File: src/rtl/complex_addsub_issue_ctrl_pkg.sv
// complex_addsub_issue_ctrl_pkg: shared lane/counter widths and FSM encoding for the complex add/sub issue controller
package complex_addsub_issue_ctrl_pkg;
   localparam int HALF_W = 32;
   localparam int CNT_WIDTH = 16;
   typedef enum logic [1:0] {IDLE = 2'd0, RUN = 2'd1, DRAIN = 2'd2} state_t;
endpackage

File: src/rtl/complex_addsub_issue_ctrl_fifo.sv
// cplx_result_fifo: synchronous result buffer, extra pointer bit separates full from empty
//   clk, rst_n      clock, asynchronous active-low reset
//   push/push_data  write one result
//   pop             consume the head (ignored when empty)
//   head            head entry, 0 when empty
//   count/full/empty occupancy status
module cplx_result_fifo import complex_addsub_issue_ctrl_pkg::*; #(
   parameter int DATA_W = 2 * HALF_W,
   parameter int FIFO_DEPTH = 8,
   localparam int AW = FIFO_DEPTH > 1 ? $clog2(FIFO_DEPTH) : 1,
   localparam int PW = AW + 1
) (
   input  logic              clk,
   input  logic              rst_n,
   input  logic              push,
   input  logic [DATA_W-1:0] push_data,
   input  logic              pop,
   output logic [DATA_W-1:0] head,
   output logic [PW-1:0]     count,
   output logic              full,
   output logic              empty
);
   logic [DATA_W-1:0] mem [2**AW];
   logic [PW-1:0] wr_ptr, rd_ptr;
   assign count = wr_ptr - rd_ptr;
   assign full = count == PW'(FIFO_DEPTH);
   assign empty = wr_ptr == rd_ptr;
   assign head = empty ? '0 : mem[rd_ptr[AW-1:0]];
   always_ff @(posedge clk)
      if (push) mem[wr_ptr[AW-1:0]] <= push_data;
   always_ff @(posedge clk or negedge rst_n)
      if (!rst_n) begin
         wr_ptr <= '0;
         rd_ptr <= '0;
      end else begin
         if (push) wr_ptr <= wr_ptr + PW'(1);
         if (pop && !empty) rd_ptr <= rd_ptr + PW'(1);
      end
   always_ff @(posedge clk)
      if (rst_n) assert (!(push && full && !pop));
endmodule

File: src/rtl/complex_addsub_issue_ctrl.sv
// complex_addsub_issue_ctrl: issues complex operand pairs into a fixed-latency adder and buffers its results
//   start/length        job start (IDLE only) and number of operand pairs
//   in_*                operand stream (valid/ready), in_op 0=add 1=subtract
//   add_a/add_b/add_op  registered operands to the adder, add_ce = busy
//   add_result          adder output, LATENCY cycles after the pair was accepted
//   capture             add_result carries a real result this cycle
//   out_*               buffered results (valid/ready)
//   busy/done           job active / one-cycle pulse after the last result is popped
module complex_addsub_issue_ctrl import complex_addsub_issue_ctrl_pkg::*; #(
   parameter int LATENCY = 8,
   parameter int DATA_W = 2 * HALF_W,
   parameter int FIFO_DEPTH = 8,
   parameter int CNT_W = CNT_WIDTH
) (
   input  logic              clk,
   input  logic              rst_n,
   input  logic              start,
   input  logic [CNT_W-1:0]  length,
   input  logic              in_valid,
   output logic              in_ready,
   input  logic [DATA_W-1:0] in_a,
   input  logic [DATA_W-1:0] in_b,
   input  logic              in_op,
   output logic [DATA_W-1:0] add_a,
   output logic [DATA_W-1:0] add_b,
   output logic              add_op,
   output logic              add_ce,
   input  logic [DATA_W-1:0] add_result,
   output logic              capture,
   output logic              out_valid,
   input  logic              out_ready,
   output logic [DATA_W-1:0] out_data,
   output logic              busy,
   output logic              done
);
   localparam int PW = (FIFO_DEPTH > 1 ? $clog2(FIFO_DEPTH) : 1) + 1;
   localparam int OW = $clog2(FIFO_DEPTH + LATENCY + 1) + 1;
   state_t state;
   logic [CNT_W-1:0] len, issued_cnt, popped_cnt, popped_nxt;
   logic [LATENCY-1:0] vld_sr;
   logic [OW-1:0] inflight;
   logic [PW-1:0] fifo_count;
   logic issue, pop, fifo_full, fifo_empty;
   always_comb begin
      inflight = '0;
      for (int i = 0; i < LATENCY; i++) inflight = inflight + OW'(vld_sr[i]);
   end
   // A pair is only accepted if a FIFO slot is reserved for it: slots held = buffered + in flight
   assign in_ready = state == RUN && issued_cnt < len && !fifo_full
                     && OW'(fifo_count) + inflight < OW'(FIFO_DEPTH);
   assign issue = in_valid && in_ready;
   assign capture = vld_sr[LATENCY-1];
   assign out_valid = !fifo_empty;
   assign pop = out_valid && out_ready;
   assign popped_nxt = popped_cnt + CNT_W'(pop);
   assign add_ce = busy;
   cplx_result_fifo #(.DATA_W(DATA_W), .FIFO_DEPTH(FIFO_DEPTH)) u_fifo (
      .clk(clk), .rst_n(rst_n), .push(capture), .push_data(add_result), .pop(pop),
      .head(out_data), .count(fifo_count), .full(fifo_full), .empty(fifo_empty)
   );
   always_ff @(posedge clk or negedge rst_n)
      if (!rst_n) begin
         add_a <= '0;
         add_b <= '0;
         add_op <= 1'b0;
         vld_sr <= '0;
      end else begin
         vld_sr <= {vld_sr[LATENCY-2:0], issue};
         if (issue) begin
            add_a <= in_a;
            add_b <= in_b;
            add_op <= in_op;
         end
      end
   always_ff @(posedge clk or negedge rst_n)
      if (!rst_n) begin
         state <= IDLE;
         busy <= 1'b0;
         done <= 1'b0;
         len <= '0;
         issued_cnt <= '0;
         popped_cnt <= '0;
      end else begin
         done <= 1'b0;
         if (issue) issued_cnt <= issued_cnt + CNT_W'(1);
         if (pop) popped_cnt <= popped_nxt;
         case (state)
            IDLE: if (start) begin
               len <= length;
               issued_cnt <= '0;
               popped_cnt <= '0;
               if (length != '0) begin
                  state <= RUN;
                  busy <= 1'b1;
               end else done <= 1'b1;
            end
            RUN: if (issued_cnt == len) state <= DRAIN;
            DRAIN: if (popped_nxt == len) begin
               state <= IDLE;
               busy <= 1'b0;
               done <= 1'b1;
            end
            default: state <= IDLE;
         endcase
      end
endmodule

File: config.mk
export PLATFORM = sky130hd
export DESIGN_NAME = complex_addsub_issue_ctrl
export DESIGN_NICKNAME = d
export VERILOG_FILES = /design/src/rtl/complex_addsub_issue_ctrl_pkg.sv /design/src/rtl/complex_addsub_issue_ctrl_fifo.sv /design/src/rtl/complex_addsub_issue_ctrl.sv
export SDC_FILE = /design/constraint.sdc
export NUM_CORES = 1
export LEC_CHECK = 0
export CORE_MARGIN = 2
export CORE_UTILIZATION = 54
export DETAILED_ROUTE_END_ITERATION = 8
export GPL_TIMING_DRIVEN = 0
export HOLD_SLACK_MARGIN = 0.1
export MAX_ROUTING_LAYER = met4
export PLACE_DENSITY = 0.79
export REMOVE_ABC_BUFFERS = 1
export SYNTH_ARGS = -nofsm -noshare
export SYNTH_HDL_FRONTEND = slang
export SYNTH_SLANG_ARGS = --single-unit
File: constraint.sdc
create_clock -name clk -period 6.1 [get_ports clk]
set_input_delay 1.22 -clock clk [delete_from_list [all_inputs] [get_ports clk]]
set_output_delay 1.22 -clock clk [all_outputs]
set_load 0.01 [all_outputs]
==> results.json, run 1 <==
{
  "ant_nets": 0,
  "grt_pass1_wl_mm": 99.00,
  "io_pins": 413,
  "postSynthCellCount": 1623,
  "async_flop_share_pct": 27.79,
  "synth_top_area_share_pct": 54.15,
  "die_h_um": 233.3,
  "end_kind": "output pin",
  "clock_latency_ns": 0.61,
  "place.gp.congestion": 0.8739,
  "grt_max_degree": 124,
  "powerDensity_mw_per_mm2": 519.2,
  "peakVddDrop_mv": 0.3082,
  "post-place-ws_ns": 0.2181,
  "p_leak_nw": 13.02,
  "cts_tree": "done",
  "cts.htree.levels": 3,
  "drive_gt1_share_pct": 15.61,
  "synth_top_area_cell": "edfxtp_1",
  "fin_crit_sh_pct": 95.93,
  "worstSetupPathType": "flop to output pin",
  "rows": 84,
  "status": "finished clean",
  "max_slew_margin_pct": 22.72,
  "synth_warnings": 0,
  "vias": 16153,
  "drt_wl_total_mm": 67.41,
  "numCtsBuffers": 75,
  "synth-seq-cells": 709,
  "path_clk_slew_ns": 0.06,
  "drv_slew": 0,
  "hold_viol": 0,
  "start_util_pct": 54.36,
  "io_buffers": 412,
  "max_freq_mhz": 170.9,
  "drt_iter0_drc": 1242,
  "synthTopCellsByCount": "512 x edfxtp_1, 197 x dfrtp_1, 192 x nand2_1",
  "firstDrtPassIters": 6,
  "power_mw": 18.89,
  "fp.dieW_um": 233.3,
  "root_buffer": "clkbuf_16",
  "rsz0062_at_grt": "false",
  "synth.area.top_cells": "edfxtp_1 54%, dfrtp_1 17%, mux4_2 10%",
  "skew_ns": 0.02459,
  "final_core_util_pct": 69.64,
  "first_global_vias": 16425,
  "dpl.cell_count": 2687,
  "avgSynthCellArea_um2": 17.50,
  "synthFlopType": "edfxtp_1",
  "drc": 0,
  "yosysUniqueCellTypes": 49,
  "synth-edff-count": 512,
  "viasPerCell": 5.696,
  "fp.coreArea_mm2": 0.05224,
  "yosysSeqAreaShare_pct": 71.51,
  "synthToLayoutAreaGrowth_pct": 28.12,
  "wl_per_cell_um": 23.77,
  "period_minus_slack_ns": 5.852,
  "hold_ws_ns": 0.3822,
  "critical_path_arrival_ns": 4.63,
  "max_slew.worst_pin.slew_ns": 1.159,
  "worstPathRequired_ns": 4.88,
  "clockBufferDepth": 3,
  "hold_class": "flop to flop",
  "setup_viol": 0,
  "fillers": 3325,
  "track_usage_pct": 25.41,
  "grt_antenna_before_repair": 10,
  "hpwlAfterDp_mm": 44.07,
  "die_area_mm2": 0.05443,
  "nets": 2327,
  "yosysMostFrequentCell": "edfxtp_1",
  "grt-ovfl-total": 0,
  "critPathLaunchType": "flop",
  "cts.sinks": 709,
  "fin_ws_ns": 0.2482,
  "synth_area_mm2": 0.02839,
  "instances_no_fill": 2836,
  "cap_viol_max_count": 0,
  "path_max_fanout": 14
}
cell type report:
| type | count | area, um2 | area share [%] |
|---|---|---|---|
| tap | 688 | 860.8 | 2.366 |
| clock inverter | 37 | 424.2 | 1.166 |
| multi-input combinational | 799 | 7636 | 20.99 |
| sequential | 709 | 20320 | 55.85 |
| clock buffer | 101 | 2047 | 5.627 |
| inverter | 32 | 122.6 | 0.3371 |
| timing repair buffer | 461 | 4950 | 13.61 |
| antenna | 9 | 22.52 | 0.06191 |
power by group:
part | switching, mW | total [mW] | internal, mW | leakage [nW]
clock | 1.85 | 4.56 | 2.71 | 1.22
sequential | 0.538 | 6.61 | 6.07 | 7.02
combinational | 3.69 | 7.72 | 4.03 | 4.79
total | 6.07 | 18.9 | 12.8 | 13.0
sequential cells by signal (all words and copies together), names as in the netlist, 2 cells and up:
| name | cells |
|---|---|
| u_fifo.wr_ptr | 4 |
| add_b | 64 |
| add_a | 64 |
| u_fifo.mem | 512 |
| u_fifo.rd_ptr | 4 |
| popped_cnt | 16 |
| issued_cnt | 16 |
| len | 16 |
| state | 2 |
| vld_sr | 8 |
worst paths after layout:
path	start	to	slack (ns)	depth (start not counted)
min in group asynchronous	rst_n	add_b[20]	0.57	1
max reg2reg	u_fifo.rd_ptr[0]	add_a[62]	0.50	20
max	u_fifo.rd_ptr[0]	in_ready	0.25	13
min	vld_sr[6]	vld_sr[7]	0.38	0
min reg2reg	vld_sr[6]	vld_sr[7]	0.38	0
max in group asynchronous	rst_n	add_b[34]	4.48	2
through the flow:
stage | cell area [um2] | TNS, ns
2_1_floorplan | 27970 | -1084.77
3_3_place_gp | 32960 | -3640.10
3_5_place_dp | 33830 | 0
4_1_cts | 36320 | 0
5_1_grt | 36380 | 0
6_report | 36380 | 0
worst max-delay path: stages, from the launching register on:
cell and delay, ns:
dfrtp_4 0.63, ha_1 0.39, inv_1 0.06, fa_1 0.47
inv_1 0.05, fa_1 0.48, inv_1 0.05, ha_1 0.26
a21o_1 0.16, a21o_1 0.18, a22oi_1 0.28, o2111ai_4 0.19
nor3_2 0.23, clkdlybuf4s50_1 0.59
placed cells by master (no fill, tap or decap), drive strengths merged, types with 3 or more instances in the layout:
master and n:
edfxtp 512, clkdlybuf4s50 411, dfrtp 197, nand2 192, mux2 131, mux4 128
clkbuf 101, a21oi 75, buf 50, inv 36, ha 31, nor2 31
xnor2 24, clkinv 24, o21ai 23, nor4 22, nand2b 19, xor2 18
mux2i 16, nand3 15, nand4 15, diode 9, nor3 9, bufinv 8
and3 7, a21o 6, nor2b 4, fa 4, a31oi 3, or3 3
nor4b 3, and2 3
routing by layer:
metal | vias to the layer above | track usage [%] | part of all wire, % | wire, um
li1 | 7150 | - | - | -
met1 | 8355 | 33.55 | 41 | 27320
met2 | 564 | 40.10 | 50 | 34010
met3 | 84 | 5.432 | 7.4 | 4996
met4 | 0 | 7.703 | 1.6 | 1088
met5 | - | - | 0 | 0
kinds of logic after synthesis:
kind of cell | synth area share (%)
AND/OR/NAND/NOR | 5.283
flip-flops | 71.51
XOR/XNOR | 1.295
multiplexers | 15.91
buffers and inverters | 1.904
adder cells (fa/ha/maj) | 1.648
AO/OA/AOI/OAI | 2.450
repair_timing:
action / 4_1_cts / 5_1_grt
gates resized for setup: 2 / 1
buffers inserted: 1 / 1
setup endpoints to repair: 1 / 1
hold buffers: 0 / 0
cloned: 0 / 0
No activity file was read; power rests on OpenSTA's default activity.
==> run 2: changes to the inputs <==
- CTS_CLUSTER_SIZE: unset -> 28
==> results of run 2 <==
The final DEF is identical to that of run 1; final timing and power are the same.
==> run 3: changes to the inputs <==
- CELL_PAD_IN_SITES_DETAIL_PLACEMENT: unset -> 0
- CELL_PAD_IN_SITES_GLOBAL_PLACEMENT: unset -> 1
- CORE_UTILIZATION: 54 -> 46
- HOLD_SLACK_MARGIN: 0.1 -> unset
- PLACE_DENSITY: 0.79 -> unset
- PLACE_DENSITY_LB_ADDON: unset -> 0.1
- SKIP_LAST_GASP: unset -> 1
==> run 3 against run 2 <==
Fmax grew 0.93%. Sequential cell count unchanged. Wire length is 2.1% higher. Clock-buffer cell count up 3. Clock skew shrank 0.0040 ns. Critical endpoint unchanged.
==> results.json, run 3 (synthesized netlist as in run 1, its figures left out) <==
{
  "root_buffer": "clkbuf_16",
  "regToRegSetupSlack_ns": 0.61,
  "end_kind": "output pin",
  "layout_commonest_cell": "edfxtp_1",
  "cts.sinks": 709,
  "dpl.cell_count": 2796,
  "drc": 0,
  "grt_max_degree": 118,
  "cpLargestDelayFamily": "adder cells",
  "rows": 91,
  "worstSetupPathType": "flop to output pin",
  "fin_ws_ns": 0.3022,
  "vias": 15760,
  "power_mw": 18.89,
  "period_minus_slack_ns": 5.798,
  "clock_latency_ns": 0.61,
  "final_core_util_pct": 59.81,
  "cts.htree.levels": 3,
  "drt_wl_total_mm": 68.85,
  "max_slew.worst_pin.slew_ns": 1.128,
  "first_global_vias": 16204,
  "fp.coreArea_mm2": 0.06137,
  "powerDensity_mw_per_mm2": 514.6,
  "wl_per_cell_um": 23.35,
  "cts_tree": "done",
  "instances_no_fill": 2948,
  "fin_tns_setup_ns": 0,
  "crit_chain": "inv_1 > ha_1 > inv_1 > fa_1 > inv_1 > fa_1 > inv_1 > ha_1 > a21o_1 > a21o_1 > a22oi_1 > o2111ai_4 > nor3_1 > clkdlybuf4s50_1",
  "p_leak_nw": 13.11,
  "hold_class": "flop to flop",
  "path_max_fanout": 7,
  "clockBufferDepth": 3,
  "drt_iter0_drc": 971,
  "cap_viol_max_count": 0,
  "fp.dieW_um": 252.5,
  "worst-path-buf-inv": 5,
  "final_cell_mix": "512 x edfxtp_1, 411 x clkdlybuf4s50_1, 194 x dfrtp_1",
  "start_util_pct": 46.27,
  "grt-ovfl-total": 0,
  "io_buffers": 412,
  "critPathLaunchType": "flop",
  "switching_share_pct": 32.03,
  "rsz0062_at_grt": "false",
  "viasPerCell": 5.346,
  "critical_path_arrival_ns": 4.58,
  "skew_ns": 0.02056,
  "synthToLayoutAreaGrowth_pct": 29.27,
  "p_int_mw": 12.84,
  "firstDrtPassIters": 4,
  "die_h_um": 252.5,
  "fin_crit_sh_pct": 95.05,
  "status": "finished clean",
  "numCtsBuffers": 76,
  "io_pins": 413,
  "peakVddDrop_mv": 0.3002,
  "setup_viol": 0,
  "largest_reg_flops": 512,
  "grt_antenna_before_repair": 4,
  "hold_viol": 0,
  "pwr-share-comb_pct": 41.4,
  "die_area_mm2": 0.06373,
  "track_usage_pct": 22.19,
  "ant_nets": 0,
  "grt_pass1_wl_mm": 101.8,
  "place.gp.congestion": 0.7729,
  "path_clk_slew_ns": 0.06,
  "nets": 2341,
  "max_slew_margin_pct": 24.47,
  "drive_gt1_share_pct": 15.75,
  "max_freq_mhz": 172.5,
  "slowest_delay_ns": 0.58,
  "cpMostUsedCell": "inv_1",
  "hpwlAfterDp_mm": 45.83,
  "worstPathRequired_ns": 4.88,
  "slowest_stage": "clkdlybuf4s50_1",
  "drv_slew": 0,
  "seq_power_share_pct": 34.5,
  "p_clk_share_pct": 24.1,
  "post-place-ws_ns": -0.1767,
  "power.switching_mw": 6.051
}
run 3: cell types whose count changed in the layout (fill, tap and decap cells not counted), moves of 3 or more:
| cell | previous run | this run |
|---|---|---|
| buf_4 | 3 | 7 |
| buf_12 | 14 | 17 |
| clkinv_2 | 17 | 11 |
| diode_2 | 9 | 5 |
| buf_16 | 9 | 13 |
| buf_6 | 20 | 23 |
| clkinv_1 | 4 | 11 |
run 3: worst reg2reg max path, stage by stage, from the launching register on:
cell and delay, ns:
dfrtp_1 0.49, inv_1 0.11, ha_1 0.34, inv_1 0.06, fa_1 0.48, inv_1 0.05
fa_1 0.48, inv_1 0.05, ha_1 0.26, a21o_1 0.15, a21o_1 0.19, a22oi_1 0.25
o2111ai_4 0.24, buf_4 0.27, nor4b_4 0.47, buf_6 0.26, buf_6 0.22, buf_6 0.22
buf_6 0.21, buf_6 0.21, mux2_1 0.35
run 3: path summary, 6_finish.rpt:
kind	startpoint	to	depth (start not counted)
max	u_fifo.wr_ptr[0]	in_ready	14
min	vld_sr[6]	vld_sr[7]	0
max reg2reg	u_fifo.wr_ptr[0]	add_a[3]	20
min reg2reg	vld_sr[6]	vld_sr[7]	0
max in group asynchronous	rst_n	add_b[56]	2
min in group asynchronous	rst_n	add_b[55]	1
run 3: through the flow:
step | hold WS (ns) | cell area [um2]
after floorplan | 0.3537 | 27970
after global placement | 0.3582 | 33090
after detailed placement | 0.3700 | 34120
after CTS | 0.3865 | 36660
after global routing | 0.3928 | 36700
final | 0.3855 | 36710
run 3: routing by layer:
metal / up-vias / share of wire, % / GRT usage (%)
met3: 85 / 4.8 / 3.708
met4: 0 / 1.9 / 6.391
met1: 8120 / 43 / 29.48
li1: 7191 / - / -
met5: - / 0 / -
met2: 364 / 51 / 35.60
run 3: what timing repair did:
action                                  in CTS  in global routing
gates resized for setup                      3                  0
endpoints found under the setup margin      16                  1
hold buffers                                 0                  0
pin swaps                                    1                  0
gates cloned                                 0                  0
buffers inserted                             3                  5
run 3: power by group through the flow:
stage	registers [mW]	logic, mW	clock network (mW)
finish	6.52	7.81	4.56
global route	6.61	8.43	4.87
CTS	6.59	7.88	4.67
detailed placement	6.74	7.69	0
global placement	7.10	6.87	0
floorplan	7.05	3.86	0
run 3: layout make-up:
class,count,area (um2)
Clock inverter,35,375.4
Fill cell,4668,24660
Clock buffer,104,2090
Tap cell,790,988.4
Antenna cell,5,12.51
Sequential cell,709,20320
Multi-Input combinational cell,799,7631
Timing Repair Buffer,474,5169
Inverter,32,125.1
==> RTL edit, RTL diff (settings of run 2) <==
`FIFO_DEPTH` is set to 8 in 2 places; all go to 16.
--- a/src/rtl/complex_addsub_issue_ctrl_fifo.sv
+++ b/src/rtl/complex_addsub_issue_ctrl_fifo.sv
@@ -6,7 +6,7 @@
 //   count/full/empty occupancy status
 module cplx_result_fifo import complex_addsub_issue_ctrl_pkg::*; #(
    parameter int DATA_W = 2 * HALF_W,
-   parameter int FIFO_DEPTH = 8,
+   parameter int FIFO_DEPTH = 16,
    localparam int AW = FIFO_DEPTH > 1 ? $clog2(FIFO_DEPTH) : 1,
    localparam int PW = AW + 1
 ) (
--- a/src/rtl/complex_addsub_issue_ctrl.sv
+++ b/src/rtl/complex_addsub_issue_ctrl.sv
@@ -9,7 +9,7 @@
 module complex_addsub_issue_ctrl import complex_addsub_issue_ctrl_pkg::*; #(
    parameter int LATENCY = 8,
    parameter int DATA_W = 2 * HALF_W,
-   parameter int FIFO_DEPTH = 8,
+   parameter int FIFO_DEPTH = 16,
    parameter int CNT_W = CNT_WIDTH
 ) (
    input  logic              clk,
Check against the original RTL: no difference found for any inputs over 4 cycles, from zero or initial values and one cycle with rst_n low; that may be too few to reach the edited logic, so the function may still have changed.
==> RTL edit against run 2 <==
- routed wire length is 82% higher
- cell area is 63% higher
- power rose by 52%
- sequential cell count is 514 higher
- clock power increased by 67%
- register-to-register slack is essentially flat
- synthesized area up 69%
- worst setup slack improved by 0.053 ns
- synthesized cell count up 39%
- critical endpoint is now out_data[32]
==> RTL edit: results (changes against run 2) <==
Parameter                              Value

Power and ir drop
  Reported leakage power ... 0.01987 µW (+53%)
  P_clk ... 7620 µW (+67%)
  Seq pwr ... 10,600 µW (+60%)

Final layout
  Count of nets after finishing ... 3,015 (+30%)
  Number of diodes ... 13 (+4)
  Share of the final layout cell area in multi-input gates ... 0.1982 (-0.01170)
  Layout cell share with drive strength beyond 1 ... 0.2391 (+0.08294)
  # clk buffers ... 144 (+43%)
  Fill cell total of the finished layout ... 5,325 (+60%)
  Multi-input comb cells ... 882 (+10%)
  Flip-flop count of the largest register, all copies and words added ... 1,024 (+100%)

Synthesis
  Adder-cell share of the synthesized area ... 0.01079 (-0.005687)
  List of most frequent post-synthesis cells ... edfxtp_1 (1,024), mux4_2 (320), dfrtp_1 (199)
  Largest cells by area after synthesis ... edfxtp_1 (64%), mux4_2 (15%), dfrtp_1 (10%)
  Number of enable flip-flop cells after synthesis ... 1,024 (+100%)
  Compound-Gate Fraction of Synth Area ... 0.008785 (-0.01571)
  Post-synth cell types ... 57 (+16%)
  Share of flip-flops with an asynchronous set or reset after synthesis ... 0.1627 (-0.1151)
  Post-synthesis sequential area ratio ... 0.7444 (+0.02936)
  Synthesized-area fraction occupied by xor and xnor cells ... 0.008394 (-0.004561)

Status
  Run status ... finished clean

Global routing
  Pin count of the biggest net entering global routing ... 115 (-7.3%)
  Wire length of the first global-routing pass ... 178.3 mm (+80%)
  Number of antenna violations at the first check in global routing ... 12 (+2)

Place
  Routability-driven placement congestion ratio ... 0.9166 (+4.9%)
  Inst Count DP ... 3,801 (+41%)
  Area post-placement ... 0.05496 mm² (+62%)

Worst setup path
  Longest individual stage delay on the worst path ... 0.58 ns (-0.05 ns)
  Worst R2R Path Depth ... 18 (-10%)
  Critical Path End ... out_data[32]
  Worst reg2reg endpoint ... add_b[41]

Detailed routing
  Average via count per standard cell ... 6.192 (+8.7%)
  Average routed wire per standard cell ... 30.30 µm (+27%)
  Starting DRC count in detailed routing ... 2,746 (+120%)

Clock tree
  Insertion delay to the later sink of the worst-skew pair ... 0.71 ns (+0.10 ns)

Timing
  Largest clock skew in the final design ... 0.04921 ns (+0.02462 ns)
==> RTL edit: cell count changes in the layout (fill, tap and decap cells not counted), moves of 13 or more <==
cell,run 2,this run
nor4_1,21,8
clkbuf_16,77,119
nand2_1,192,58
a21oi_1,75,16
edfxtp_1,512,1024
mux2_1,110,77
buf_16,9,31
buf_12,14,34
nor2b_1,4,67
mux2_2,21,52
mux4_2,128,320
==> RTL edit: what timing repair did <==
item | 4_1_cts | 5_1_grt
setup buffers | 5 | 1
gates resized for setup | 3 | 1
endpoints found under the setup margin | 35 | 1
pin swaps | 1 | 0
==> RTL edit: layer usage <==
layer,GRT usage,vias up,part of all wire
met1,0.3422,13205,0.35
met4,0.09099,0,0.031
met3,0.05243,214,0.082
met5,-,-,0
li1,-,10227,-
met2,0.4785,1387,0.53
